--- src/rtl/alien_depth_sorter.sv ---
// alien_depth_sorter: orders alien records by distance for the renderer.
//
// A start request snapshots obj_in, then a fixed 16*OBJ_LIMIT-cycle scan copies
// active records into a staging buffer in ascending distance order. Ties keep
// their original slot order, and inactive records are dropped. The result is
// published on obj_out/active_count in the single done cycle. The outputs are
// double-buffered, so they never show a partial sort.
//
// Ports:
//   clk          system clock
//   rst          synchronous active-low reset
//   start        single-cycle sort request (ignored while busy)
//   obj_in       OBJ_LIMIT packed records, slot k at [(k+1)*REC_W-1 : k*REC_W]
//   busy         high while scanning
//   done         one-cycle pulse; obj_out/active_count valid from this cycle
//   obj_out      sorted records, same packing as obj_in, zero above active_count
//   active_count number of active records in obj_out
module alien_depth_sorter #(
    parameter int unsigned OBJ_LIMIT = 16,
    parameter int unsigned REC_W     = 35,
    parameter int unsigned R_LSB     = 5
) (
    input  logic                             clk,
    input  logic                             rst,
    input  logic                             start,
    input  logic [OBJ_LIMIT*REC_W-1:0]       obj_in,
    output logic                             busy,
    output logic                             done,
    output logic [OBJ_LIMIT*REC_W-1:0]       obj_out,
    output logic [$clog2(OBJ_LIMIT+1)-1:0]   active_count
);

    localparam int unsigned IW = (OBJ_LIMIT > 1) ? $clog2(OBJ_LIMIT) : 1;
    localparam int unsigned CW = $clog2(OBJ_LIMIT + 1);

    typedef enum logic [1:0] {StIdle, StScan, StDone} state_e;

    state_e                   state_q, state_d;
    logic [REC_W-1:0]         snap_q  [OBJ_LIMIT];
    logic [REC_W-1:0]         snap_d  [OBJ_LIMIT];
    logic [REC_W-1:0]         stage_q [OBJ_LIMIT];
    logic [REC_W-1:0]         stage_d [OBJ_LIMIT];
    logic [3:0]               key_q, key_d;
    logic [IW-1:0]            idx_q, idx_d;
    logic [CW-1:0]            wptr_q, wptr_d;
    logic [OBJ_LIMIT*REC_W-1:0] out_q, out_d;
    logic [CW-1:0]            cnt_q, cnt_d;

    logic [REC_W-1:0]         cur_rec;
    logic                     hit;
    logic                     idx_last;
    logic                     scan_last;

    assign cur_rec   = snap_q[idx_q];
    assign hit       = cur_rec[0] && (cur_rec[R_LSB +: 4] == key_q);
    assign idx_last  = (idx_q == IW'(OBJ_LIMIT - 1));
    assign scan_last = idx_last && (key_q == 4'hF);

    always_comb begin
        state_d = state_q;
        snap_d  = snap_q;
        stage_d = stage_q;
        key_d   = key_q;
        idx_d   = idx_q;
        wptr_d  = wptr_q;
        out_d   = out_q;
        cnt_d   = cnt_q;

        unique case (state_q)
            StIdle, StDone: begin
                state_d = StIdle;
                if (start) begin
                    state_d = StScan;
                    for (int k = 0; k < OBJ_LIMIT; k++) begin
                        snap_d[k]  = obj_in[k*REC_W +: REC_W];
                        // Staging starts clean so unused slots read back as zero.
                        stage_d[k] = '0;
                    end
                    key_d  = '0;
                    idx_d  = '0;
                    wptr_d = '0;
                end
            end
            StScan: begin
                if (hit && (wptr_q < CW'(OBJ_LIMIT))) begin
                    stage_d[wptr_q[IW-1:0]] = cur_rec;
                    wptr_d                  = wptr_q + CW'(1);
                end
                if (idx_last) begin
                    idx_d = '0;
                    key_d = key_q + 4'd1;
                end else begin
                    idx_d = idx_q + IW'(1);
                end
                if (scan_last) begin
                    // Publish including this final cycle's write.
                    state_d = StDone;
                    for (int k = 0; k < OBJ_LIMIT; k++) begin
                        out_d[k*REC_W +: REC_W] = stage_d[k];
                    end
                    cnt_d = wptr_d;
                end
            end
            default: state_d = StIdle;
        endcase
    end

    always_ff @(posedge clk) begin
        if (!rst) begin
            state_q <= StIdle;
            snap_q  <= '{default: '0};
            stage_q <= '{default: '0};
            key_q   <= '0;
            idx_q   <= '0;
            wptr_q  <= '0;
            out_q   <= '0;
            cnt_q   <= '0;
        end else begin
            state_q <= state_d;
            snap_q  <= snap_d;
            stage_q <= stage_d;
            key_q   <= key_d;
            idx_q   <= idx_d;
            wptr_q  <= wptr_d;
            out_q   <= out_d;
            cnt_q   <= cnt_d;
        end
    end

    assign busy         = (state_q == StScan);
    assign done         = (state_q == StDone);
    assign obj_out      = out_q;
    assign active_count = cnt_q;

endmodule

--- config.mk ---
export PLATFORM = sky130hd
export DESIGN_NAME = alien_depth_sorter
export DESIGN_NICKNAME = d
export VERILOG_FILES = /design/src/rtl/alien_depth_sorter.sv
export SDC_FILE = /design/constraint.sdc
export NUM_CORES = 2
export LEC_CHECK = 0
export CORE_AREA = 8 8 431 433
export DETAILED_ROUTE_END_ITERATION = 12
export DIE_AREA = 0 0 439 441
export SLEW_MARGIN = 5
export SYNTH_ARGS = -nofsm -noshare
export SYNTH_HDL_FRONTEND = slang
export SYNTH_SLANG_ARGS = --single-unit
--- constraint.sdc ---
create_clock -name clk -period 8.66 [get_ports clk]
set_input_delay 1.732 -clock clk [delete_from_list [all_inputs] [get_ports clk]]
set_output_delay 1.732 -clock clk [all_outputs]
set_load 0.01 [all_outputs]
## After elaboration in Yosys (flattened, before gate mapping)

Index checks and enable logic that the tools add are counted.

- Flip-flop bits (word level): 1,700
- Latch bits: 0
- RAM bits: 0
- Bits in read-only memories: 0
- Input port bits: 563
- Output and inout port bits: 567
- Logic and storage cells: 86
- Memories: 0

- Add/subtract/negate cells: 3
- Multipliers: 0
- Divide/modulo/power cells: 0
- Magnitude comparators: 4
- Equality and inequality tests: 8
- Shifts and indexed selects: 0
- Multiplexer cells: 20
- Bitwise logic cells: 2
- Reductions and logical operators: 11

Operators with widths:

| cell | count |
|---|---|
| 560-bit 2-to-1 mux | 2 |
| 560-bit case mux with 2 select lines | 1 |
| 560-bit bitwise mux | 1 |
| 35-bit binary-select mux with 4-bit select | 1 |
| 35-bit demux with 4-bit select | 1 |
| 35-bit 2-to-1 mux | 3 |
| 4-bit case mux with 2 select lines | 2 |
| 4-bit 2-to-1 mux | 3 |
| 5-bit greater-or-equal comparator, second input constant | 2 |
| 5-bit 2-to-1 mux | 2 |
| 4-bit NOT with 5-bit output | 2 |
| 5-bit case mux with 2 select lines | 1 |
| 4-bit by 1-bit adder with 4-bit output, second input constant | 2 |
| 4-bit == test, second input constant | 2 |
| 2-bit AND reduction | 3 |
| 5-bit by 1-bit adder with 5-bit output, second input constant | 1 |
| 5-bit by 1-bit < comparator with 1-bit output, second input constant | 1 |
| 5-bit < comparator, second input constant | 1 |
| 4-bit == test | 1 |
| 1-bit logical AND | 4 |
| 2-bit by 1-bit != test with 1-bit output, second input constant | 2 |
| 2-bit case mux with 2 select lines | 1 |
| 3-bit AND reduction | 1 |
| 2-bit by 1-bit == test with 1-bit output, second input constant | 1 |
| other kinds (7) | 7 |

## Longest topological paths before layout

- Depth in word-level cells: 9
- Gate-level depth with buffers: 15

## Worst setup path after synthesis

Ideal clock, no wire load.

- Path kind: input -> register
- Start point: input rst
- End point: register stage_q[358] in the netlist's numbering
- Arrival time: 3.347 ns
- Slack: 5.251 ns
- Stages on the path: 8
- Cells stage by stage: clkbuf_1 -> nand2_1 -> nor2_1 -> clkbuf_1 -> clkbuf_1 -> clkbuf_1 -> nand2_1 -> nand3_1

RTL lines:

| what | line | source |
|---|---|---|
| start, declared | 24 | `input logic rst,` |
| end signal, assigned | 121 | `stage_q <= stage_d;` |
| end, declared | 41 | `logic [REC_W-1:0] stage_q [OBJ_LIMIT];` |

## Worst setup path after layout

- Start point: register idx_q[1]
- End point: register stage_q[365] in the netlist's numbering

- Cells in the longest elaborated chain, start to end: 9
- Elaborated cells between the ends (all ways): 10

RTL lines:

| what | line | source |
|---|---|---|
| start, declared | 44 | `logic [IW-1:0] idx_q, idx_d;` |
| start signal, assigned | 123 | `idx_q <= idx_d;` |
| 4-bit NOT with 5-bit output (not written as such) (*) | 54 | `assign cur_rec = snap_q[idx_q];` |
| 35-bit binary-select mux with 4-bit select (*) | 54 |  |
| 35-bit 2-to-1 mux (not written as such) (*) (2 in a row) | 54 |  |
| 4-bit == test | 55 | `assign hit = cur_rec[0] && (cur_rec[R_LSB +: 4] == key_q);` |
| 1-bit logical AND | 55 |  |
| 1-bit logical AND | 85 | `if (hit && (wptr_q < CW'(OBJ_LIMIT))) begin` |
| 560-bit 2-to-1 mux (*) | 85 |  |
| 560-bit case mux with 2 select lines (*) | 69 | `unique case (state_q)` |

Mark *: on every way between the ends. The rest lies on a longest branch, timed or not. The select of a mux whose other input is x is not followed.
A chain may end at the register's enable or synchronous reset.

==> key figures <==
Floorplan
  • Die Y: 441 um
  • I/O pin count: 1130
  • FP Rows: 156
  • Chip width: 439 um
  • Starting density of the core: 0.4057
  • Core Area: 179200 um2
  • Die area: 193600 um2

Route
  • Drt total wl: 340.6 mm
  • Avg WL per Cell: 29.15 um
  • DRC violations left: 0
  • DR vias: 69.12k
  • Final ANT Viol Nets: 0
  • Pre-antenna DRT Iters: 6
  • Via density: 5.917
  • Initial DRC count: 7577

Status
  • Status: completed

Worst setup path
  • Critical Path Start Type: flop
  • Data required, critical path: 9370 ps
  • Crit-path max FO: 67
  • Critical path class: flop to flop
  • Arrival time worst endpoint: 6240 ps
  • CP Capture Type: flop

Synth
  • Synthesized area per cell: 8.462 um2
  • Seq cells post-synth: 1700
  • Number of synthesized flops with an enable pin: 0
  • Post-synth top area cell: dfxtp_1
  • Cell count after synthesis: 8590
  • Post-synth top flop: dfxtp_1
  • Post-Synthesis Cell Area: 72690 um2
  • Synth warnings: 0
  • Syn_nets: 9159
  • Ys async rst share: 0
  • Proportion of synthesized chip area in sequential cells: 0.4682
  • Synth top area share: 0.4682
  • Netlist cell types: 66
  • Synth area leaders: dfxtp_1 47%, nand2_1 11%, o21ai_0 6.1%

CTS
  • Clock Latency Late Sink: 840 ps
  • CTS Hold Bufs: 0
  • CTS tree: built
  • Setup Fix Bufs, Post-CTS: 0
  • CTS Sinks: 1700
  • Root Driver: clkbuf_16
  • Cts repair resizes: 0
  • Num CTS Buffers: 185
  • Maximum clock insertion buffer count: 3
  • Worst-path clk slew: 60 ps
  • CTS H-tree depth: 4

Placement
  • Placed Area: 84820 um2
  • Post-DP HPWL: 219.8 mm
  • GP Congestion: 0.8940
  • Port Buf Inserts: 1129

STA
  • Fmax: 180.9 MHz
  • Tmin final: 5529 ps
  • RSZ-0062 raised after global routing: false
  • Fin. Hold Viols: 0
  • Final Slew Violations: 0
  • Slew HR: 0.1110
  • Setup TNS: 0 ps
  • Worst Clk Skew: 36.17 ps
  • Setup violators final: 0
  • Fin crit share: 0.6385
  • Measured slew at the worst slew-check pin: 1333 ps

Global route
  • First-pass GRT wire length: 474.4 mm
  • Vias in the first global route: 64.15k
  • Gr usage total: 0.3331
  • Initial antenna violation count: 79
  • GR Overflow Total: 0
  • Largest net degree at the start of global routing: 252

Pwr
  • Cell leakage power: 34.55 nW
  • Pwr Density: 193.5 nW/um2
  • VDD IR max: 0.0001723 V

Layout
  • Layout filler cell count: 16.88k
  • Synthesis-to-layout area growth: 25.24%
  • Cell area after layout: 91030 um2
  • Final net count: 9688
  • Most frequent cells in the layout: 2090 x nand2_1, 1697 x dfxtp_1, 1128 x clkdlybuf4s50_1
  • Most common cell after layout, fill and taps aside: nand2_1
  • Layout cells sized above 1: 0.07391
  • Fin util: 0.5081

Hold path
  • Worst Hold Class: flop to flop

Flow run
  • Max Cap Viol: 0
==> through the flow <==
| step | instances | total power [mW] | setup WS (ps) | hold slack (ps) |
|---|---|---|---|---|
| 3_3_place_gp | 11300 | 9.790 | 2738 | 436.8 |
| 2_1_floorplan | 8590 | 8.974 | 5251 | 431.2 |
| 4_1_cts | 11640 | 17.68 | 3200 | 449.2 |
| 3_5_place_dp | 11300 | 9.808 | 3231 | 441.1 |
| 6_report | 11680 | 17.62 | 3131 | 448.8 |
| 5_1_grt | 11670 | 18.09 | 2962 | 465.0 |
==> kinds of logic after synthesis <==
group	Yosys count	synth area share
DFF	1700	0.4682
xor gates and xnor gates	7	0.0008435
muxes	212	0.05744
buffers and inverters	918	0.05190
adders and majority gates	6	0.001033
and+or+nand+nor	3174	0.1840
AOI/OAI and AO/OA	2573	0.2366
==> cells in the mapped netlist, drive strengths merged, types with 59 or more instances <==
master / count
dfxtp: 1700
nand2: 2092
nand3: 401
a211oi: 542
buf: 248
a21o: 343
nor2: 99
mux4: 164
nor3: 468
clkbuf: 660
o21ai: 894
a21oi: 59
a21boi: 563
==> final timing paths <==
check        slack [ps]  cells past startpoint    startpoint            to
max                3130                      9      idx_q[1]  stage_q[365]
min                 450                      2  obj_out[320]  obj_out[320]
max reg2reg        3130                      9      idx_q[1]  stage_q[365]
min reg2reg         450                      2  obj_out[320]  obj_out[320]
==> sequential cells by signal (all words and copies together) (netlist names) <==
register,cells
active_count,5
idx_q,4
key_q,4
obj_out,560
snap_q,560
stage_q,560
state_q,2
wptr_q,5
==> final cells by class <==
class | count | area (um2) | share of cell area
timing repair buffer | 1250 | 12380 | 0.1360
clock inverter | 51 | 427.9 | 0.004701
tap | 2370 | 2965 | 0.03257
inverter | 10 | 37.54 | 0.0004123
multi-input combinational | 5972 | 35390 | 0.3888
antenna | 45 | 112.6 | 0.001237
sequential | 1700 | 34040 | 0.3740
clock buffer | 285 | 5679 | 0.06238
==> critical path: stages, from the launching register on <==
cell	delay, ps
dfxtp_4	940
buf_4	620
mux4_2	460
or4b_2	240
o2111ai_2	690
nor2_4	900
and3_2	300
buf_4	600
a21oi_1	170
a221o_1	330
==> routing by layer <==
metal / GRT usage / part of all wire / wire length (um)
met5: 0 / 0.00078 / 264
met4: 0.2361 / 0.080 / 27360
met3: 0.06666 / 0.076 / 25920
met2: 0.5351 / 0.46 / 157100
met1: 0.3997 / 0.38 / 130000
==> power breakdown <==
group          switching [mW]  internal, mW  total, mW
Clock                    3.42          4.55       7.97
Sequential              0.102          7.98       8.09
Combinational            1.04         0.527       1.56
(Power assumes the default switching activity.)
